**src/rtl/secuenciador_ciclo_pkg.sv**
```systemverilog
// Shared definitions for the wash sequencer: phase encodings, default phase lengths, actuator decode.
package secuenciador_ciclo_pkg;

    localparam int unsigned FASE_W = 3;

    localparam int unsigned T_LLENADO_DEF       = 4;
    localparam int unsigned T_LAVADO_DEF        = 8;
    localparam int unsigned T_LAVADO_PESADO_DEF = 16;
    localparam int unsigned T_ENJUAGUE_DEF      = 6;
    localparam int unsigned T_CENTRIFUGADO_DEF  = 5;
    localparam int unsigned T_SECADO_DEF        = 10;

    typedef enum logic [FASE_W-1:0] {
        ST_IDLE         = 3'd0,
        ST_LLENADO      = 3'd1,
        ST_LAVADO       = 3'd2,
        ST_ENJUAGUE     = 3'd3,
        ST_CENTRIFUGADO = 3'd4,
        ST_SECADO       = 3'd5,
        ST_FIN          = 3'd6
    } fase_t;

    typedef struct packed {
        logic valvula;
        logic motor;
        logic rapido;
        logic calentador;
        logic bomba;
    } act_t;

    function automatic act_t decode_act(fase_t f, logic pesado);
        act_t a;
        a = '0;
        unique case (f)
            ST_LLENADO:      a.valvula = 1'b1;
            ST_LAVADO: begin
                a.motor      = 1'b1;
                a.calentador = pesado;
            end
            ST_ENJUAGUE: begin
                a.valvula = 1'b1;
                a.motor   = 1'b1;
                a.bomba   = 1'b1;
            end
            ST_CENTRIFUGADO: begin
                a.motor  = 1'b1;
                a.rapido = 1'b1;
                a.bomba  = 1'b1;
            end
            ST_SECADO: begin
                a.motor      = 1'b1;
                a.calentador = 1'b1;
            end
            default:         a = '0;
        endcase
        return a;
    endfunction

endpackage

```
**src/rtl/secuenciador_ciclo_contador.sv**
```systemverilog
// Loadable CW-bit down-counter for phase timing; zero flag is registered alongside the value.
module contador_fase #(
    parameter int unsigned CW = 8
) (
    input  logic          clk,
    input  logic          rst,
    input  logic          load,
    input  logic [CW-1:0] load_val,
    input  logic          en,
    output logic [CW-1:0] value,
    output logic          zero
);

    always_ff @(posedge clk or posedge rst) begin
        if (rst) begin
            value <= '0;
            zero  <= 1'b1;
        end else if (load) begin
            value <= load_val;
            zero  <= (load_val == '0);
        end else if (en) begin
            value <= value - 1'b1;
            zero  <= (value == CW'(1));
        end
    end

endmodule

```
**src/rtl/secuenciador_ciclo.sv**
```systemverilog
// Timed wash sequencer driven by the payment FSM grants.
// Optional door pause enabled with `define PAUSA_PUERTA_EN (adds PUERTA_ABIERTA port).
module secuenciador_ciclo
    import secuenciador_ciclo_pkg::*;
#(
    parameter int unsigned CW              = 8,
    parameter int unsigned T_LLENADO       = T_LLENADO_DEF,
    parameter int unsigned T_LAVADO        = T_LAVADO_DEF,
    parameter int unsigned T_LAVADO_PESADO = T_LAVADO_PESADO_DEF,
    parameter int unsigned T_ENJUAGUE      = T_ENJUAGUE_DEF,
    parameter int unsigned T_CENTRIFUGADO  = T_CENTRIFUGADO_DEF,
    parameter int unsigned T_SECADO        = T_SECADO_DEF
) (
    input  logic              clk,
    input  logic              rst,
    input  logic              LAVADO,
    input  logic              LAVADO_PESADO,
    input  logic              SECADO,
`ifdef PAUSA_PUERTA_EN
    input  logic              PUERTA_ABIERTA,
`endif
    output logic              VALVULA_AGUA,
    output logic              MOTOR,
    output logic              MOTOR_RAPIDO,
    output logic              CALENTADOR,
    output logic              BOMBA,
    output logic              OCUPADO,
    output logic              FIN,
    output logic [FASE_W-1:0] FASE
);

    localparam logic [CW-1:0] C_LL  = CW'(T_LLENADO - 1);
    localparam logic [CW-1:0] C_LV  = CW'(T_LAVADO - 1);
    localparam logic [CW-1:0] C_LP  = CW'(T_LAVADO_PESADO - 1);
    localparam logic [CW-1:0] C_EN  = CW'(T_ENJUAGUE - 1);
    localparam logic [CW-1:0] C_CE  = CW'(T_CENTRIFUGADO - 1);
    localparam logic [CW-1:0] C_SEC = CW'(T_SECADO - 1);

    fase_t         state, nxt;
    logic          pesado, seca, arm;
    act_t          act_q;
    logic          ocupado_q, fin_q;
    logic          any_req, start, pausa;
    logic          load, cnt_en, cnt_zero;
    logic [CW-1:0] load_val, cnt_value;

    assign any_req = LAVADO | LAVADO_PESADO | SECADO;
    assign start   = (state == ST_IDLE) && arm && any_req;

`ifdef PAUSA_PUERTA_EN
    assign pausa = PUERTA_ABIERTA && (state != ST_IDLE) && (state != ST_FIN);
`else
    assign pausa = 1'b0;
`endif

    contador_fase #(.CW(CW)) u_contador (
        .clk      (clk),
        .rst      (rst),
        .load     (load),
        .load_val (load_val),
        .en       (cnt_en),
        .value    (cnt_value),
        .zero     (cnt_zero)
    );

    always_comb begin
        nxt      = state;
        load     = 1'b0;
        load_val = '0;
        cnt_en   = 1'b0;
        unique case (state)
            ST_IDLE: begin
                if (start) begin
                    load = 1'b1;
                    if (LAVADO | LAVADO_PESADO) begin
                        nxt      = ST_LLENADO;
                        load_val = C_LL;
                    end else begin
                        nxt      = ST_SECADO;
                        load_val = C_SEC;
                    end
                end
            end
            ST_FIN: nxt = ST_IDLE;
            default: begin
                if (!pausa) begin
                    if (cnt_zero) begin
                        load = 1'b1;
                        unique case (state)
                            ST_LLENADO: begin
                                nxt      = ST_LAVADO;
                                load_val = pesado ? C_LP : C_LV;
                            end
                            ST_LAVADO: begin
                                nxt      = ST_ENJUAGUE;
                                load_val = C_EN;
                            end
                            ST_ENJUAGUE: begin
                                nxt      = ST_CENTRIFUGADO;
                                load_val = C_CE;
                            end
                            ST_CENTRIFUGADO: begin
                                nxt      = seca ? ST_SECADO : ST_FIN;
                                load_val = seca ? C_SEC : '0;
                            end
                            ST_SECADO: nxt = ST_FIN;
                            default:   nxt = ST_IDLE;
                        endcase
                    end else begin
                        cnt_en = 1'b1;
                    end
                end
            end
        endcase
    end

    always_ff @(posedge clk or posedge rst) begin
        if (rst) begin
            state     <= ST_IDLE;
            pesado    <= 1'b0;
            seca      <= 1'b0;
            arm       <= 1'b1;
            act_q     <= '0;
            ocupado_q <= 1'b0;
            fin_q     <= 1'b0;
        end else begin
            state <= nxt;
            if (start) begin
                pesado <= LAVADO_PESADO;
                seca   <= SECADO;
                arm    <= 1'b0;
            end else if (!any_req) begin
                arm <= 1'b1;
            end
            act_q     <= decode_act(nxt, start ? LAVADO_PESADO : pesado);
            ocupado_q <= (nxt != ST_IDLE);
            fin_q     <= (nxt == ST_FIN);
        end
    end

    // Actuators are registered from the next state; the door pause gates them so they drop in the same cycle.
    assign VALVULA_AGUA = act_q.valvula    & ~pausa;
    assign MOTOR        = act_q.motor      & ~pausa;
    assign MOTOR_RAPIDO = act_q.rapido     & ~pausa;
    assign CALENTADOR   = act_q.calentador & ~pausa;
    assign BOMBA        = act_q.bomba      & ~pausa;
    assign OCUPADO      = ocupado_q;
    assign FIN          = fin_q;
    assign FASE         = state;

endmodule
```
**config.mk**
```make
export PLATFORM = sky130hd
export DESIGN_NAME = secuenciador_ciclo
export DESIGN_NICKNAME = d
export VERILOG_FILES = /design/src/rtl/secuenciador_ciclo_pkg.sv /design/src/rtl/secuenciador_ciclo_contador.sv /design/src/rtl/secuenciador_ciclo.sv
export SDC_FILE = /design/constraint.sdc
export NUM_CORES = 1
export LEC_CHECK = 0
export CORE_ASPECT_RATIO = 1.4
export CORE_UTILIZATION = 39
export DETAILED_ROUTE_END_ITERATION = 10
export GPL_TIMING_DRIVEN = 0
export PLACE_DENSITY_LB_ADDON = 0.1
export SETUP_SLACK_MARGIN = 0.05
export SYNTH_ARGS = -nofsm -noshare
export SYNTH_HDL_FRONTEND = slang
export SYNTH_SLANG_ARGS = --single-unit
export TNS_END_PERCENT = 5
```
**constraint.sdc**
```tcl
create_clock -name clk -period 2.25 [get_ports clk]
set_input_delay 0.45 -clock clk [delete_from_list [all_inputs] [get_ports clk]]
set_output_delay 0.45 -clock clk [all_outputs]
set_load 0.05 [all_outputs]
```
==> results of run 1 <==
-- logic make-up after synthesis --
family,count (synthesis)
buffers and inverters,12
and+or+nand+nor,49
xor gates and xnor gates,6
adders and majority gates,2
muxes,3
DFF,22
AOI/OAI and AO/OA,27
-- path summary, 6_finish.rpt --
kind                            startpoint             endpoint  depth (start not counted)  slack, ns
max                                FASE[2]              FASE[2]                          1       0.18
min                                    arm                  arm                          2       0.50
max reg2reg                u_contador.zero              OCUPADO                          6       0.28
min reg2reg                            arm                  arm                          2       0.50
max in group asynchronous              rst  u_contador.value[4]                          2       1.08
min in group asynchronous              rst                MOTOR                          2       0.65
-- per-layer routing --
metal  share of wire (%)  wire length, um  GRT usage [%]
met2                  54             1420           34.2
met1                  42             1090           19.7
met5                   0                0              0
met3                 2.4               63           2.67
met4                 2.3               60           11.8
-- cell type report --
| class | instances | area [um^2] |
|---|---|---|
| inverters | 6 | 22.5 |
| clock buffers | 4 | 55.1 |
| fillers | 282 | 1450 |
| repair buffers | 14 | 140 |
| plain buffers | 6 | 31.3 |
| flip-flops and latches | 22 | 553 |
| well taps | 37 | 46.3 |
| multi-input cells | 87 | 611 |
-- worst register-to-register path, cell delays in order, from the launching register on --
cell	delay (ns)
dfstp_2	0.53
buf_2	0.21
nand2b_2	0.18
nand2_1	0.09
a221oi_4	0.38
inv_2	0.10
or3_1	0.37
-- layout by cell type, fill, tap and decap left out, types with 2 or more instances in the layout --
cell,synthesis,layout
nand3b_1,2,2
or3_1,2,2
inv_2,2,2
dfstp_2,2,2
nor3b_1,2,2
clkbuf_8,0,4
nand2b_1,2,2
nand2_1,9,9
nand2_2,2,2
o21ai_1,2,2
nor3_1,2,2
ha_1,2,2
o31ai_1,2,2
inv_1,4,4
dfrtp_1,20,20
nor2b_1,3,3
buf_2,4,4
xor2_1,5,5
nor2_1,11,11
nand3_1,4,4
a21oi_1,4,4
mux2_2,3,3
o21ai_0,5,5
nand4_1,2,2
clkdlybuf4s50_1,0,14
-- report_power, final --
group | switching, mW | internal [mW] | total (mW)
Clock | 0.129 | 0.156 | 0.286
Sequential | 0.139 | 0.583 | 0.722
Combinational | 0.881 | 0.592 | 1.47
Total | 1.15 | 1.33 | 2.48
==> flow_summary.yaml, run 1 <==
synthesis:
  seq_area_frac_synth_pct: 45.4
  synth_mux_area_share_pct: 2.77
  synthFlopType: "dfrtp_1"
  syn-num-nets: 128
  syn_area_per_cell_um2: 10.1
  synth_most_common_cell: "dfrtp_1"
  synth_edf_count: 0
  yosysTopAreaCellShare_pct: 41.1
  synth_cells: 121
  yosys.area_share.simple_pct: 22.5
  yosys_warnings: 0
  synthAdderAreaFrac_pct: 2.06
  synth.cell_area_um2: 1220
  ys_ff_latch: 22
  synth_compound_area_share_pct: 18.5
  async_flop_share_pct: 100
  synthTopCellsByCount: "dfrtp_1 (20), nor2_1 (11), nand2_1 (9)"
  synth_xor_area_share_pct: 4.32
  synth_area_leaders: "dfrtp_1 (41%), dfstp_2 (4.3%), xor2_1 (3.6%)"
  synthDistinctLibCells: 48
  synth_top_family_by_area: "simple AND/OR/NAND/NOR gates"
  synth_top_cell_by_area: "dfrtp_1"
finish:
  drive_gt1_share_pct: 19.4
  final_cells: 176
  largest_reg_flops: 8
  fin_util_pct: 50.2
  regMostFlops: "u_contador.value"
  diodes: 0
  nets: 147
  syn_to_final_growth_pct: 19.8
  design_area_um2: 1460
place:
  place.gp.congestion: 0.810
  place_area_um2: 1400
  hpwl_mm: 1.99
  numPortBuffers: 14
  dp_slack_ns: -0.0129
  dp.cells: 172
min_path:
  holdCritPathClass: "reg -> reg"
power_and_ir_drop:
  p_total_mw: 2.48
  p_per_area_nw_per_um2: 1700
  peakVddDrop_uv: 1000
  leakage_nw: 0.646
routing:
  drc: 0
  drtIter0Drc: 30
  drt_first_pass_iters: 4
  viasPerCell: 5.43
  routed-via-count: 955
  routedWlPerCell_um: 15.0
  wirelength_mm: 2.63
  ant_nets: 0
grt:
  grt_max_degree: 23
  antenna_found_initial: 0
  grt.overflow.total: 0
  grt_use_total_pct: 18.5
  grt_pass1_wl_mm: 4.56
  grt_pass1_vias: 997
cts:
  numCtsBuffers: 3
  cts_root_buf: "clkbuf_8"
  worstSkewPairLatency_ns: 0.27
  cts.htree.levels: 1
  postCtsSetupRepairBufs: 0
  cts_hold_buf: 0
  cts_resized: 0
  ctsLongestPathBuffers: 2
  cts_tree: "built"
  cts_sinks: 22
  path_clk_slew_ns: 0.08
timing:
  relSlewSlack_pct: 44.0
  rsz0062_at_grt: "false"
  hold_viol: 0
  setup_viol: 0
  setup_slack_ns: 0.177
  holdWs_ns: 0.503
  clock_skew_ns: 0.00452
  fin_crit_sh_pct: 92.2
  timing.fmax_ghz: 0.482
  setup-tns-final_ns: 0
  drv_slew: 0
  period_minus_slack_ns: 2.07
  tightest_slew_ns: 0.840
floorplanning:
  dieArea_um2: 3350
  io_pins: 15
  fp.dieH_um: 68.1
  coreArea_um2: 2910
  start_util_pct: 41.9
  placementRows: 23
  die_w_um: 49.2
critical_path:
  required_ns: 1.80
  critPathTopFamily: "buffers and inverters"
  arrival_ns: 1.62
  cp-end-kind: "output port"
  crit_slowest_cell: "clkdlybuf4s50_1"
  criticalPathCategory: "reg -> out"
  critPathMaxFanout: 7
  path_buf_inv: 1
  slowest_delay_ns: 0.86
  cp-start-kind: "flop"
  crit_chain: "clkdlybuf4s50_1"
status:
  outcome: "finished clean"
job:
  max_cap_violations: 0
No activity file was read; power rests on OpenSTA's default activity.
==> run 2: changes to the inputs <==
--- a/config.mk
+++ b/config.mk
@@ -6,7 +6,7 @@
 export NUM_CORES = 1
 export LEC_CHECK = 0
 export CORE_ASPECT_RATIO = 1.4
-export CORE_UTILIZATION = 39
+export CORE_UTILIZATION = 45
 export DETAILED_ROUTE_END_ITERATION = 10
 export GPL_TIMING_DRIVEN = 0
 export PLACE_DENSITY_LB_ADDON = 0.1
==> flow_summary.yaml, run 2 (synthesized netlist as in run 1, its figures left out) <==
power_and_ir_drop:
  leakage_nw: 0.645
  p_total_mw: 2.49
  peakVddDrop_uv: 977
  p_per_area_nw_per_um2: 1710
routing:
  drc: 0
  routedWlPerCell_um: 14.6
  viasPerCell: 5.52
  wirelength_mm: 2.52
  ant_nets: 0
  routed-via-count: 955
  drt_first_pass_iters: 4
  drtIter0Drc: 19
cts:
  ctsLongestPathBuffers: 2
  numCtsBuffers: 3
  cts.htree.levels: 1
  cts_sinks: 22
  cts_hold_buf: 0
  path_clk_slew_ns: 0.13
  cts_root_buf: "clkbuf_4"
  worstSkewPairLatency_ns: 0.32
  postCtsSetupRepairBufs: 0
  cts_resized: 0
  cts_tree: "built"
place:
  place.gp.congestion: 0.825
  dp.cells: 169
  place_area_um2: 1400
  dp_slack_ns: -0.0209
  numPortBuffers: 14
  hpwl_mm: 1.90
grt:
  grt_use_total_pct: 20.2
  antenna_found_initial: 0
  grt_pass1_vias: 1009
  grt_max_degree: 23
  grt.overflow.total: 0
  grt_pass1_wl_mm: 4.31
floorplanning:
  die_w_um: 46.0
  fp.dieH_um: 63.5
  dieArea_um2: 2920
  io_pins: 15
  coreArea_um2: 2470
  start_util_pct: 49.3
  placementRows: 21
min_path:
  min_to: "arm"
  min_from: "arm"
  hold_depth: 2
  holdCritPathClass: "reg -> reg"
critical_path:
  cp-start-kind: "flop"
  crit_slowest_cell: "clkdlybuf4s50_1"
  crit_chain: "clkdlybuf4s50_1"
  r2r_end: "OCUPADO"
  critPathMaxFanout: 7
  critPathTopFamily: "buffers and inverters"
  worstRegToRegCells: 6
  criticalPathCategory: "reg -> out"
  r2r_start: "u_contador.zero"
  path_buf_inv: 1
  slowest_delay_ns: 0.86
  rrSetupSlack_ns: 0.28
  cp.depth: 1
  cp-end-kind: "output port"
  required_ns: 1.80
  arrival_ns: 1.69
finish:
  final_cell_mix: "dfrtp_1 (20), clkdlybuf4s50_1 (14), nor2_1 (11)"
  diodes: 0
  final_cells: 173
  largest_reg_flops: 8
  design_area_um2: 1450
  regMostFlops: "u_contador.value"
  drive_gt1_share_pct: 19.4
  mostFrequentLayoutCell: "dfrtp_1"
  syn_to_final_growth_pct: 19.3
  fill_cells: 230
  nets: 147
job:
  max_cap_violations: 0
timing:
  timing.fmax_ghz: 0.467
  setup_viol: 0
  setup-tns-final_ns: 0
  rsz0062_at_grt: "false"
  fin_crit_sh_pct: 95.1
  period_minus_slack_ns: 2.14
  drv_slew: 0
  setup_slack_ns: 0.110
  clock_skew_ns: 0.00723
  relSlewSlack_pct: 44.3
  hold_viol: 0
  tightest_slew_ns: 0.834
status:
  outcome: "finished clean"
-- run 2: cell types whose count changed in the layout (fill, tap and decap cells not counted), sizes merged --
cell | previous run | this run
bufinv | 0 | 1
clkbuf | 5 | 4
-- run 2: worst register-to-register path, delay by kind of cell (launching register included) --
kind	cells	cell delay, ns
flip-flops	1	0.54
AO/OA/AOI/OAI	1	0.38
buffers and inverters	2	0.29
AND/OR/NAND/NOR	3	0.64
-- run 2: metrics by stage --
stage          utilization [%]  hold WS (ns)
2_1_floorplan                -         0.438
3_3_place_gp              56.7         0.487
3_5_place_dp              56.7         0.500
4_1_cts                   58.8         0.515
5_1_grt                   58.8         0.547
6_report                  58.8         0.517
-- run 2: final cells by class --
class | count | area, um^2 | share of cell area (%)
Timing Repair Buffer | 14 | 140 | 9.65
Clock inverter | 1 | 30.0 | 2.07
Sequential cell | 22 | 553 | 38.1
Inverter | 6 | 22.5 | 1.55
Multi-Input combinational cell | 87 | 611 | 42.0
Tap cell | 34 | 42.5 | 2.93
Buffer | 6 | 31.3 | 2.15
Clock buffer | 3 | 22.5 | 1.55
-- run 2: worst max path at each step --
stage | endpoint | start | slack [ns]
final | FASE[2] | FASE[2] | 0.11
after CTS | FASE[2] | FASE[2] | 0.1
after detailed placement | u_contador.value[3] | LAVADO_PESADO | -0.02
after global placement | OCUPADO | LAVADO_PESADO | 0.005
after floorplan | OCUPADO | FASE[2] | 0.29
after global routing | FASE[1] | FASE[1] | 0.07
-- run 2: metal layers --
layer | wire length [um] | GRT usage (%)
met1 | 1000 | 22.4
met2 | 1410 | 36.1
met3 | 49 | 1.72
met4 | 60 | 9.93
met5 | 0 | 0
-- run 2: power by group --
part	internal [mW]	switching, mW
Combinational	0.592	0.873
Clock	0.180	0.124
Sequential	0.582	0.134
Total	1.35	1.13
